<file path="src/rtl/event_pending_issue.sv">
// Sticky event collector with lowest-index-first issue onto a valid/ready stream.
// Events are captured into a pending vector; each issued position retires its bit.
module event_pending_issue #(
    parameter int unsigned WIDTH = 8,
    parameter int unsigned POS_W = 3
) (
    input  logic             clk,
    input  logic             resetn,
    input  logic [WIDTH-1:0] ev,
    input  logic [WIDTH-1:0] mask,
    input  logic             ovf_clr,
    input  logic             out_ready,
    output logic             out_valid,
    output logic [POS_W-1:0] out_pos,
    output logic [WIDTH-1:0] pending,
    output logic [WIDTH-1:0] overflow
);

    logic [WIDTH-1:0] pending_q, pending_d;
    logic [WIDTH-1:0] overflow_q, overflow_d;
    logic             valid_q, valid_d;
    logic [POS_W-1:0] pos_q, pos_d;
    logic [WIDTH-1:0] cap;
    logic [WIDTH-1:0] clr;
    logic             load;
    logic             found;

    always_comb begin
        cap     = ev & ~mask;
        load    = !valid_q || out_ready;
        clr     = '0;
        found   = 1'b0;
        valid_d = valid_q;
        pos_d   = pos_q;

        if (load) begin
            valid_d = 1'b0;
            // Ascending scan with a found flag: first set bit wins, later ones ignored.
            for (int unsigned i = 0; i < WIDTH; i++) begin
                if (pending_q[i] && !found) begin
                    found   = 1'b1;
                    valid_d = 1'b1;
                    pos_d   = POS_W'(i);
                    clr[i]  = 1'b1;
                end
            end
        end

        // A capture on the bit being retired keeps it pending and is not an overflow.
        pending_d  = (pending_q & ~clr) | cap;
        overflow_d = (ovf_clr ? '0 : overflow_q) | (cap & pending_q & ~clr);
    end

    always_ff @(posedge clk or negedge resetn) begin
        if (!resetn) begin
            pending_q  <= '0;
            overflow_q <= '0;
            valid_q    <= 1'b0;
            pos_q      <= '0;
        end else begin
            pending_q  <= pending_d;
            overflow_q <= overflow_d;
            valid_q    <= valid_d;
            pos_q      <= pos_d;
        end
    end

    assign out_valid = valid_q;
    assign out_pos   = pos_q;
    assign pending   = pending_q;
    assign overflow  = overflow_q;

endmodule

</file>
<file path="config.mk">
export PLATFORM = sky130hd
export DESIGN_NAME = event_pending_issue
export DESIGN_NICKNAME = d
export VERILOG_FILES = /design/src/rtl/event_pending_issue.sv
export SDC_FILE = /design/constraint.sdc
export NUM_CORES = 1
export LEC_CHECK = 0
export BUFFER_PORTS_ARGS = -buffer_cell sky130_fd_sc_hd__buf_2
export CAP_MARGIN = 20
export CORE_MARGIN = 4
export CORE_UTILIZATION = 29
export CTS_CLUSTER_SIZE = 28
export DETAILED_ROUTE_END_ITERATION = 10
export SYNTH_ARGS = -nofsm -noshare
export SYNTH_HDL_FRONTEND = slang
export SYNTH_SLANG_ARGS = --single-unit
</file>
<file path="constraint.sdc">
create_clock -name clk -period 1.6 [get_ports clk]
set_input_delay 0.08 -clock clk [delete_from_list [all_inputs] [get_ports clk]]
set_output_delay 0.08 -clock clk [all_outputs]
set_load 0.02 [all_outputs]
</file>
==> flow_summary.ini <==
[route]
final_antenna_net_count = 0
drt-total-wl_um = 2131
route.vias.total = 779
route.detailed.wl_per_inst_um = 12.99
drt_first_iter_violations = 1
avgViaCountPerCell = 4.750
detailedRoute.firstPassIterationCount = 4
drc_violations = 0

[floorplan]
floorplan.core_area_mm2 = 0.002781
start_util = 0.3041
top_level_ports = 40
num_rows = 19
die_area_mm2 = 0.003845
chipHeight_um = 62.01
die-width_um = 62.01

[outcome]
failed_checks = negative setup slack
run_status = complete, but fails checks

[final_layout]
flow.area_growth_from_synthesis_pct = 50.89
drive_above_1_share = 0.4737
nets = 154
sequential_cell_area_um2 = 503.0
antenna_cells_inserted = 0
finalNonFillerCells = 164
multiInputGateArea_um2 = 355.3
fillerInstances = 262

[placement]
place_congestion = 0.8040
buffer_ports.inserted = 39
dpl.hpwl_um = 1611
placed_cell_count = 151

[sta]
fin_worst_skew_ps = 8.062
layout_worst_path_cycle_share = 1.080
clock.fmax_mhz = 578.5
worstMarginPinSlew_ps = 446.9
finalSetupTns_ps = -229.5
maxSlewViolCount = 0
setup_ws_ps = -128.7
rsz0062_at_grt = true
final-setup-viol-count = 5
worst_hold_slack_across_all_endpoints_ps = 8.419
final_hold_viol_count = 0
timing.max_slew.rel_slack = 0.7021
final_period_minus_worst_setup_slack_ps = 1729

[synthesis]
ys_seq_area_frac = 0.5917
yosysUniqueCellTypes = 25
syn-num-nets = 93
yosysWarningCount = 0
syn_inst = 73
synth_seq_cells = 20
post_synth_instance_area_um2 = 845.8
average_size_of_a_mapped_cell_um2 = 11.59

[setup_path]
startpoint_type_of_the_worst_setup_path = register
worst-endpoint-required_ps = 1780
path_class = register to register
r2r-start = pending[3]
rrSetupSlack_ps = -130
cp_data_arrival_time_ps = 1910
rr_endpoint = out_valid
critPathMaxFanout = 3
worst_r2r_path_depth = 3
crit_path_end_kind = register

[clocking]
htreeDepth = 1
clock-root-buffer = sky130_fd_sc_hd__clkbuf_4
cts.reportedPaths.clkPinSlew_ps = 110
clk_latency_ps = 300
max-clock-path-buffers = 2
tritoncts = done
numClockSinks = 20
inserted_clock_buffers = 3

[worst_hold_path]
min_delay_worst_endpoint = pending[1]
worst_hold_startpoint = ev[1]
worst_hold_path.num_cells = 3
worst_hold_path_type = input port to register

[grt]
grt_pass1_wl_um = 3422
grt.overflow.total = 0
grt_max_degree = 21
antenna_found_initial = 0
global_route.usage.total = 0.1221
vias_in_the_first_global_route = 790

[flow_run]
maxCapViolations = 0

[power]
worst_case_vdd_ir_drop_mv = 0.4691
power-per-cell-area_mw_per_mm2 = 880.0
power.leakage_nw = 0.5793
-- cell type report --
cell class	count	share of cell area
well taps	31	0.03039
multi-input cells	50	0.2784
flip-flops and latches	20	0.3941
inverters	2	0.005882
repair buffers	57	0.2706
clock buffers	4	0.02059
-- per-stage QoR --
step / setup slack [ps] / total power [W] / instance area [um2] / utilization
global route: -168.0 / 0.001184 / 1276 / 0.4588
CTS: -121.0 / 0.001116 / 1240 / 0.4458
finish: -128.7 / 0.001123 / 1276 / 0.4588
global placement: -92.06 / 0.0008445 / 1146 / 0.4121
floorplan: -188.2 / 0.0007246 / 848.3 / -
detailed placement: -103.3 / 0.0008525 / 1146 / 0.4121
-- worst max path at each step --
| stage | startpoint | end | slack [ps] | cells past startpoint |
|---|---|---|---|---|
| after CTS | pending[2] | out_valid | -120 | 3 |
| final | pending[3] | out_valid | -130 | 3 |
| after global routing | pending[3] | out_valid | -170 | 3 |
| after floorplan | pending[3] | out_valid | -190 | 3 |
| after global placement | pending[3] | out_valid | -90 | 3 |
| after detailed placement | pending[3] | out_valid | -100 | 3 |
-- critical path, cell delays in order (launching register included) --
cell and delay [ps]:
sky130_fd_sc_hd__dfrtp_2 420, sky130_fd_sc_hd__or4_4 540, sky130_fd_sc_hd__or3_4 350, sky130_fd_sc_hd__or3_1 300
-- cells in the mapped netlist, drive strengths merged --
master / instances / area, um2
nor3: 1 / 5.000
nor4: 2 / 12.51
nand2b: 8 / 50.05
a211oi: 1 / 7.510
o2bb2ai: 7 / 61.31
o41ai: 2 / 17.52
a21o: 1 / 7.510
or4: 1 / 11.26
clkbuf: 1 / 3.750
or3b: 1 / 8.760
inv: 2 / 7.510
a21oi: 2 / 10.01
o22a: 2 / 17.52
or2: 1 / 6.260
o21ai: 2 / 10.01
a31oi: 1 / 6.260
nor2b: 2 / 12.51
dfrtp: 20 / 500.5
a32o: 1 / 10.01
nor2: 2 / 7.510
nand2: 8 / 30.03
o31ai: 2 / 15.01
o32a: 1 / 10.01
or3: 2 / 17.52
-- per-layer routing --
layer | vias up | track usage | part of all wire
met1 | 357 | 0.1665 | 0.46
li1 | 392 | - | -
met4 | 0 | 0.05455 | 0.013
met3 | 4 | 0.01860 | 0.067
met5 | - | 0 | 0
met2 | 26 | 0.1908 | 0.46
-- logic make-up after synthesis --
kind of cell | synth area share
AO/OA/AOI/OAI | 0.2042
buffers and inverters | 0.01331
flip-flops | 0.5917
AND/OR/NAND/NOR | 0.1908
-- layout by cell type (no fill, tap or decap), drive strengths merged, types with 4 or more instances in the layout --
| master | count |
|---|---|
| buf | 51 |
| nand2b | 8 |
| dfrtp | 20 |
| o2bb2ai | 7 |
| dlygate4sd3 | 6 |
| clkbuf | 4 |
| nand2 | 8 |
-- power breakdown --
group | switching [W] | internal (W) | leakage [nW]
logic | 0.000165 | 0.000133 | 0.341
registers | 0.0000244 | 0.000551 | 0.223
clock network | 0.000152 | 0.0000971 | 0.0150
total | 0.000341 | 0.000782 | 0.579
-- state kept, by name (all words and copies together) (netlist names) --
register / cells
out_valid: 1
overflow: 8
pending: 8
out_pos: 3
-- what timing repair did --
item | 4_1_cts | 5_1_grt
resized for setup | 0 | 5
hold endpoints to repair | 25 | 0
hold buffers | 6 | 0
setup endpoints to repair | 4 | 10
pin swaps | 1 | 4
buffers inserted | 1 | 2
No activity file was read; power rests on OpenSTA's default activity.
